`config.mk`:
```
export PLATFORM = sky130hd
export DESIGN_NAME = wr_line_packer
export DESIGN_NICKNAME = d
export VERILOG_FILES = /design/src/rtl/wr_line_packer.sv
export SDC_FILE = /design/constraint.sdc
export NUM_CORES = 2
export LEC_CHECK = 0
export CORE_UTILIZATION = 40
export CTS_BUF_LIST = sky130_fd_sc_hd__clkbuf_8 sky130_fd_sc_hd__clkbuf_16
export DETAILED_ROUTE_END_ITERATION = 8
export DONT_BUFFER_PORTS = 1
export SYNTH_ARGS = -nofsm -noshare
export SYNTH_HDL_FRONTEND = slang
export SYNTH_SLANG_ARGS = --single-unit
```
`constraint.sdc`:
```
create_clock -name clk -period 141.8 [get_ports clk]
set_input_delay 21.27 -clock clk [delete_from_list [all_inputs] [get_ports clk]]
set_output_delay 21.27 -clock clk [all_outputs]
set_load 0.03 [all_outputs]
```
`src/rtl/wr_line_packer.sv`:
```
// Packs a stream of DATA_WIDTH scalars into cache lines and issues them as line writes.
// Completes a job once every issued write has been acknowledged on either response channel.
module wr_line_packer #(
   parameter int ADDR_LMT    = 20,
   parameter int MDATA       = 14,
   parameter int CACHE_WIDTH = 512,
   parameter int DATA_WIDTH  = 32
) (
   input  logic                   clk,
   input  logic                   rst,
   input  logic                   start,
   input  logic [ADDR_LMT-1:0]    base_line,
   input  logic                   in_valid,
   input  logic [DATA_WIDTH-1:0]  in_data,
   input  logic                   in_last,
   output logic                   in_ready,
   output logic [ADDR_LMT-1:0]    wr_req_addr,
   output logic [MDATA-1:0]       wr_req_mdata,
   output logic [CACHE_WIDTH-1:0] wr_req_data,
   output logic                   wr_req_en,
   input  logic                   wr_req_almostfull,
   input  logic                   wr_rsp_valid,
   input  logic                   wr_rsp_rvalid,
   output logic                   done
);

   localparam int LANES = CACHE_WIDTH / DATA_WIDTH;
   localparam int LW    = (LANES > 1) ? $clog2(LANES) : 1;
   localparam int CW    = 32;

   typedef enum logic [2:0] {
      S_IDLE,
      S_FILL,
      S_DRAIN,
      S_WAIT_RSP,
      S_DONE
   } state_t;

   state_t                 state_q;
   logic [ADDR_LMT-1:0]    base_q;
   logic [LW-1:0]          lane_q;
   logic [CACHE_WIDTH-1:0] fill_q;
   logic [CW-1:0]          issued_q;
   logic [CW-1:0]          rsp_q;
   logic [CACHE_WIDTH-1:0] fifo_q [2];
   logic                   wr_ptr_q;
   logic                   rd_ptr_q;
   logic [1:0]             cnt_q;
   logic                   wr_en_q;
   logic [ADDR_LMT-1:0]    wr_addr_q;
   logic [MDATA-1:0]       wr_mdata_q;
   logic [CACHE_WIDTH-1:0] wr_data_q;
   logic                   done_q;

   logic                   accept;
   logic                   push;
   logic                   pop;
   logic [CACHE_WIDTH-1:0] line_d;
   logic [CW-1:0]          rsp_inc;

   // Handshake: a scalar moves only on a rising edge where in_valid && in_ready.
   assign in_ready = (state_q == S_FILL) && (cnt_q != 2'd2);
   assign accept   = in_valid && in_ready;
   assign push     = accept && ((lane_q == LW'(LANES - 1)) || in_last);
   assign pop      = ((state_q == S_FILL) || (state_q == S_DRAIN)) &&
                     (cnt_q != 2'd0) && !wr_req_almostfull;
   assign rsp_inc  = CW'(wr_rsp_valid) + CW'(wr_rsp_rvalid);

   always_comb begin
      line_d = fill_q;
      line_d[int'(lane_q) * DATA_WIDTH +: DATA_WIDTH] = in_data;
   end

   always_ff @(posedge clk) begin
      if (rst) begin
         state_q    <= S_IDLE;
         base_q     <= '0;
         lane_q     <= '0;
         fill_q     <= '0;
         issued_q   <= '0;
         rsp_q      <= '0;
         fifo_q[0]  <= '0;
         fifo_q[1]  <= '0;
         wr_ptr_q   <= 1'b0;
         rd_ptr_q   <= 1'b0;
         cnt_q      <= 2'd0;
         wr_en_q    <= 1'b0;
         wr_addr_q  <= '0;
         wr_mdata_q <= '0;
         wr_data_q  <= '0;
         done_q     <= 1'b0;
      end else begin
         wr_en_q <= 1'b0;
         if (state_q != S_IDLE) begin
            rsp_q <= rsp_q + rsp_inc;
         end

         if (accept) begin
            if (push) begin
               fifo_q[wr_ptr_q] <= line_d;
               wr_ptr_q         <= ~wr_ptr_q;
               fill_q           <= '0;
               lane_q           <= '0;
            end else begin
               fill_q <= line_d;
               lane_q <= lane_q + LW'(1);
            end
         end

         if (pop) begin
            wr_en_q    <= 1'b1;
            wr_addr_q  <= base_q + ADDR_LMT'(issued_q);
            wr_mdata_q <= MDATA'(issued_q);
            wr_data_q  <= fifo_q[rd_ptr_q];
            rd_ptr_q   <= ~rd_ptr_q;
            issued_q   <= issued_q + CW'(1);
         end

         if (push && !pop) begin
            cnt_q <= cnt_q + 2'd1;
         end else if (!push && pop) begin
            cnt_q <= cnt_q - 2'd1;
         end

         case (state_q)
            S_IDLE, S_DONE: begin
               // A restart overrides the response accumulation made above.
               if (start) begin
                  base_q   <= base_line;
                  lane_q   <= '0;
                  fill_q   <= '0;
                  issued_q <= '0;
                  rsp_q    <= '0;
                  done_q   <= 1'b0;
                  state_q  <= S_FILL;
               end
            end
            S_FILL: begin
               if (accept && in_last) begin
                  state_q <= S_DRAIN;
               end
            end
            S_DRAIN: begin
               if ((cnt_q == 2'd0) && !wr_en_q) begin
                  state_q <= S_WAIT_RSP;
               end
            end
            S_WAIT_RSP: begin
               if (rsp_q == issued_q) begin
                  state_q <= S_DONE;
                  done_q  <= 1'b1;
               end
            end
            default: state_q <= S_IDLE;
         endcase
      end
   end

   assign wr_req_en    = wr_en_q;
   assign wr_req_addr  = wr_addr_q;
   assign wr_req_mdata = wr_mdata_q;
   assign wr_req_data  = wr_data_q;
   assign done         = done_q;

endmodule

```
Word level (Yosys, flattened, before mapping):

Memory sizes are Yosys's and may differ from the RTL's. A register that Yosys moved wholly into a read port is not among the register bits.
Cells that the tools add are included.

* register bits: 643
* memory bits (writable): 1024
* input bits: 60
* output and inout port bits: 549
* logic and storage cells: 99
* memories: 1

Memory list
* fifo_q: words 2, width 512, rd ports 1, clocked after Yosys merged registers in 1, wr ports 2, line 45 `logic [CACHE_WIDTH-1:0] fifo_q [2];`

* $add $sub $neg: 8
* equal/unequal tests: 11
* shift-type cells: 2
* multiplexer cells: 35
* bitwise gates (word level): 2
* reduce and logical (&&, ||, !) cells: 27

Operators by type and width (number)
* 2-to-1 mux 512 bit: 5
* bitwise mux 512 bit: 1
* OR reduction 512 bit: 1
* variable shift 32 x 33 -> 512 bit, first input constant: 1
* variable part select 32 x 33 -> 512 bit: 1
* 2-to-1 mux 32 bit: 6
* negation 9 -> 33 bit: 1
* adder 32 x 1 -> 32 bit, second input constant: 1
* adder 32 x 2 -> 32 bit: 1
* == test 32 bit: 1
* adder 20 bit: 1
* 2-to-1 mux 4 bit: 4
* 2-to-1 mux 3 bit: 4
* one-hot mux 3 bit (4 select lines): 1
* 2-to-1 mux 1 bit: 11
* logical AND 1 bit: 9
* == test 3 x 2 -> 1 bit, second input constant: 2
* != test 2 bit, second input constant: 3
* nonzero test 2 bit: 3
* adder 4 x 1 -> 4 bit, second input constant: 1
* == test 4 bit, second input constant: 1
* zero test 1 bit: 4
* 2-to-1 mux 2 bit: 2
* != test 2 x 1 -> 1 bit, second input constant: 2
* 15 further kinds: 18

Depth between registers and ports, before layout:

* word-level depth: 10
* depth in mapped cells: 13
* depth with buffers taken out: 10

Worst setup path before layout:

Ideal clock, no wire load.

* path type: input to register
* start point: input in_valid
* end point: memory fifo_q[0][0] (enable)
* setup time: 2.096 ns
* data arrival time: 57.096 ns
* data required time: 139.704 ns
* slack: 82.607 ns
* stages: 3
* path buffers: 0
* path through: and2_2 nand2_2 o21ai_0

RTL lines
* start, declared: line 13 `input logic in_valid,`
* end, declared: line 45

==> reports/qor.yml <==
power:
  fin_total_pwr_mw: 1.36
  power.density_mw_per_mm2: 14.0
  ir_drop_mv: 0.0131
  p_leak_nw: 29.8
final_layout:
  fill_cells: 20300
  drive_above_1_share_pct: 6.37
  fin_nets: 8046
  area_growth_pct: 9.86
floorplanning:
  coreArea_mm2: 0.220
  die_h_um: 472
  die_area_mm2: 0.223
  die_w_um: 472
  ios: 609
  rows: 172
  start_util_pct: 40.2
logic_synthesis:
  yosysMostFrequentCell: "nor2_1"
  synth_area_leader_cell: "edfxtp_1"
  syn-num-nets: 8511
  ys_ff_latch: 2179
  synth_top_area_share_pct: 34.8
  ys_warn_count: 0
  syn_area_per_cell_um2: 10.5
  synthMuxAreaShare_pct: 6.90
  ys_types: 68
  synth_compound_area_share_pct: 12.6
  synthCells: 8424
  synth_commonest_cells: "nor2_1 (2533), dfxtp_1 (1155), edfxtp_1 (1024), mux2i_1 (607), clkbuf_1 (590)"
  synth_top_family_by_area: "simple AND/OR/NAND/NOR gates"
  synthSimpleGateAreaFrac_pct: 13.9
  synthAdderAreaFrac_pct: 0.400
  synth_xor_area_share_pct: 1.03
  synth_flop_cell: "dfxtp_1"
  yosysSeqAreaShare_pct: 61.0
  synth_area_mm2: 0.0883
  synth_edf_count: 1024
  ys_async_sr_fraction_pct: 0
  ys_top_cells_by_area: "edfxtp_1 (35%), dfxtp_1 (26%), nor2_1 (11%), mux2i_1 (6.9%), a211oi_1 (4.4%)"
job:
  maxCapViolations: 0
clocking:
  clock_path_buffers: 3
  clk_latency_ps: 900
  clock_sinks: 2179
  cts_root_buffer: "clkbuf_16"
  post_cts_buffers: 0
  cts_buffers: 225
  cts_resized: 0
  cts_tree: "yes"
  htree_levels: 4
  postCtsHoldBufs: 0
  path_clk_slew_ps: 60
critical_path:
  cp_cell_sequence: "inv_1, nand3_4, nand2_4, buf_4, buf_4, buf_4"
  crit_type: "in -> reg"
  crit_required_ps: 142320
  crit_arrival_ps: 27280
  cp-start-kind: "input port"
  cp_max_fo: 575
  crit_buf_inv: 4
  cp-end-kind: "flop"
  critPathSlowestCell: "nand2_4"
  cp_common_cell: "buf_4"
  cp_top_family: "buffers and inverters"
  critPathMaxStageDelay_ps: 1090
global_route:
  antenna_found_initial: 13
  grt_max_degree: 576
  overflow: 0
  grt_pass1_vias: 58400
  grt.total_usage_pct: 24.5
  grt_pass1_wl_mm: 406
route:
  drt_iter0_markers: 6594
  wl_mm: 283
  viasPerCell: 5.70
  drc: 0
  vias: 63000
  wire_per_inst_um: 25.6
  ant_nets: 0
  detail_route.first_pass.iterations: 6
sta:
  fin_crit_sh_pct: 18.9
  final_hold_viol_count: 0
  max_freq_mhz: 37.4
  worst_pin_slew_ps: 1550
  rsz0062_at_grt: "no"
  tns_ps: 0
  min_period_ps: 26760
  skew_ps: 61.4
  setup_violations: 0
  slew_viol_final: 54
  slew_headroom_pct: -3.64
place:
  place_congestion: 0.862
  io_buffer_count: 0
  dp_hpwl_mm: 172
status:
  status: "finished with violations"
  violations: "slew limit"
hold_path:
  hold_class: "reg -> reg"
## layout by cell type, fill, tap and decap left out, types with 12 or more instances in the layout
cell type  instances
nor2_1          2524
dfxtp_1         1153
edfxtp_1        1024
mux2i_1          607
a211oi_1         516
a21oi_1          493
a32oi_1          321
nand2_1          280
clkbuf_16        232
a22oi_1          191
buf_4             88
nor3_1            79
inv_1             77
xnor2_1           62
nand3_1           59
clkinv_2          50
and3_1            43
xor2_1            42
clkbuf_8          32
nand4_1           30
ha_1              24
o21ai_0           21
or3_1             13
bufinv_16         13
clkinv_1          12
## tightest hold or removal path, cell delays in order (launching register included)
cell and delay (ps):
dfxtp_1 310, nand2_1 50, a21oi_1 50
## cell families (layout without fill, tap and decap cells)
group	after synthesis	after routing
AOI/OAI and AO/OA	1591	1591
other	0	10
adders and majority gates	27	27
DFF	2179	2179
xor gates and xnor gates	104	104
and+or+nand+nor	3109	3109
muxes	608	608
buffers and inverters	806	544
## flip-flops by register name, indices dropped and copies added (netlist names)
register,flops
fifo_q,1024
issued_q,32
rsp_q,32
fill_q,512
base_q,20
cnt_q,2
wr_req_data,512
rd_ptr_q,1
wr_ptr_q,1
wr_req_mdata,14
wr_req_en,1
done,1
lane_q,4
wr_req_addr,20
state_q,3
## layer usage
metal,vias up,routed length [um],share of wire [%],GRT usage (%)
met2,2460,128000,45,38.0
met4,0,12500,4.4,10.9
met1,31000,117000,41,32.2
met5,-,0,0,0
met3,455,25900,9.1,6.30
li1,29100,-,-,-
## path summary, 6_finish.rpt
check / startpoint / endpoint / slack [ps] / cells after the start
max: rst / fifo_q[1][13] / 115040 / 6
min: base_q[9] / base_q[9] / 460 / 2
max reg2reg: state_q[0] / fifo_q[1][13] / 134170 / 10
min reg2reg: base_q[9] / base_q[9] / 460 / 2
## stage by stage
stage	worst slack [ps]	util, %	instance area [um^2]	hold WS (ps)	std cells
floorplan	82610	-	88300	429	8424
global placement	114590	40.7	89300	441	10600
detailed placement	114490	40.7	89300	451	10600
CTS	115460	44.2	96900	460	11000
global route	114790	44.2	97000	473	11000
finish	115040	44.2	97000	461	11000
## power by group
part / switching, mW / leakage (nW) / internal, mW
clock: 0.261 / 3.99 / 0.339
sequential: 0.0219 / 19.8 / 0.677
combinational: 0.0422 / 5.96 / 0.0147
## layout make-up
type | instances | area (um^2) | area share, %
Clock inverter | 166 | 1400 | 1.44
Clock buffer | 264 | 6250 | 6.44
Antenna cell | 10 | 25.0 | 0.0258
Inverter | 18 | 67.6 | 0.0697
Sequential cell | 2179 | 53900 | 55.6
Tap cell | 2871 | 3590 | 3.70
Timing Repair Buffer | 96 | 821 | 0.846
Multi-Input combinational cell | 5439 | 30900 | 31.9
(Power assumes the default switching activity.)
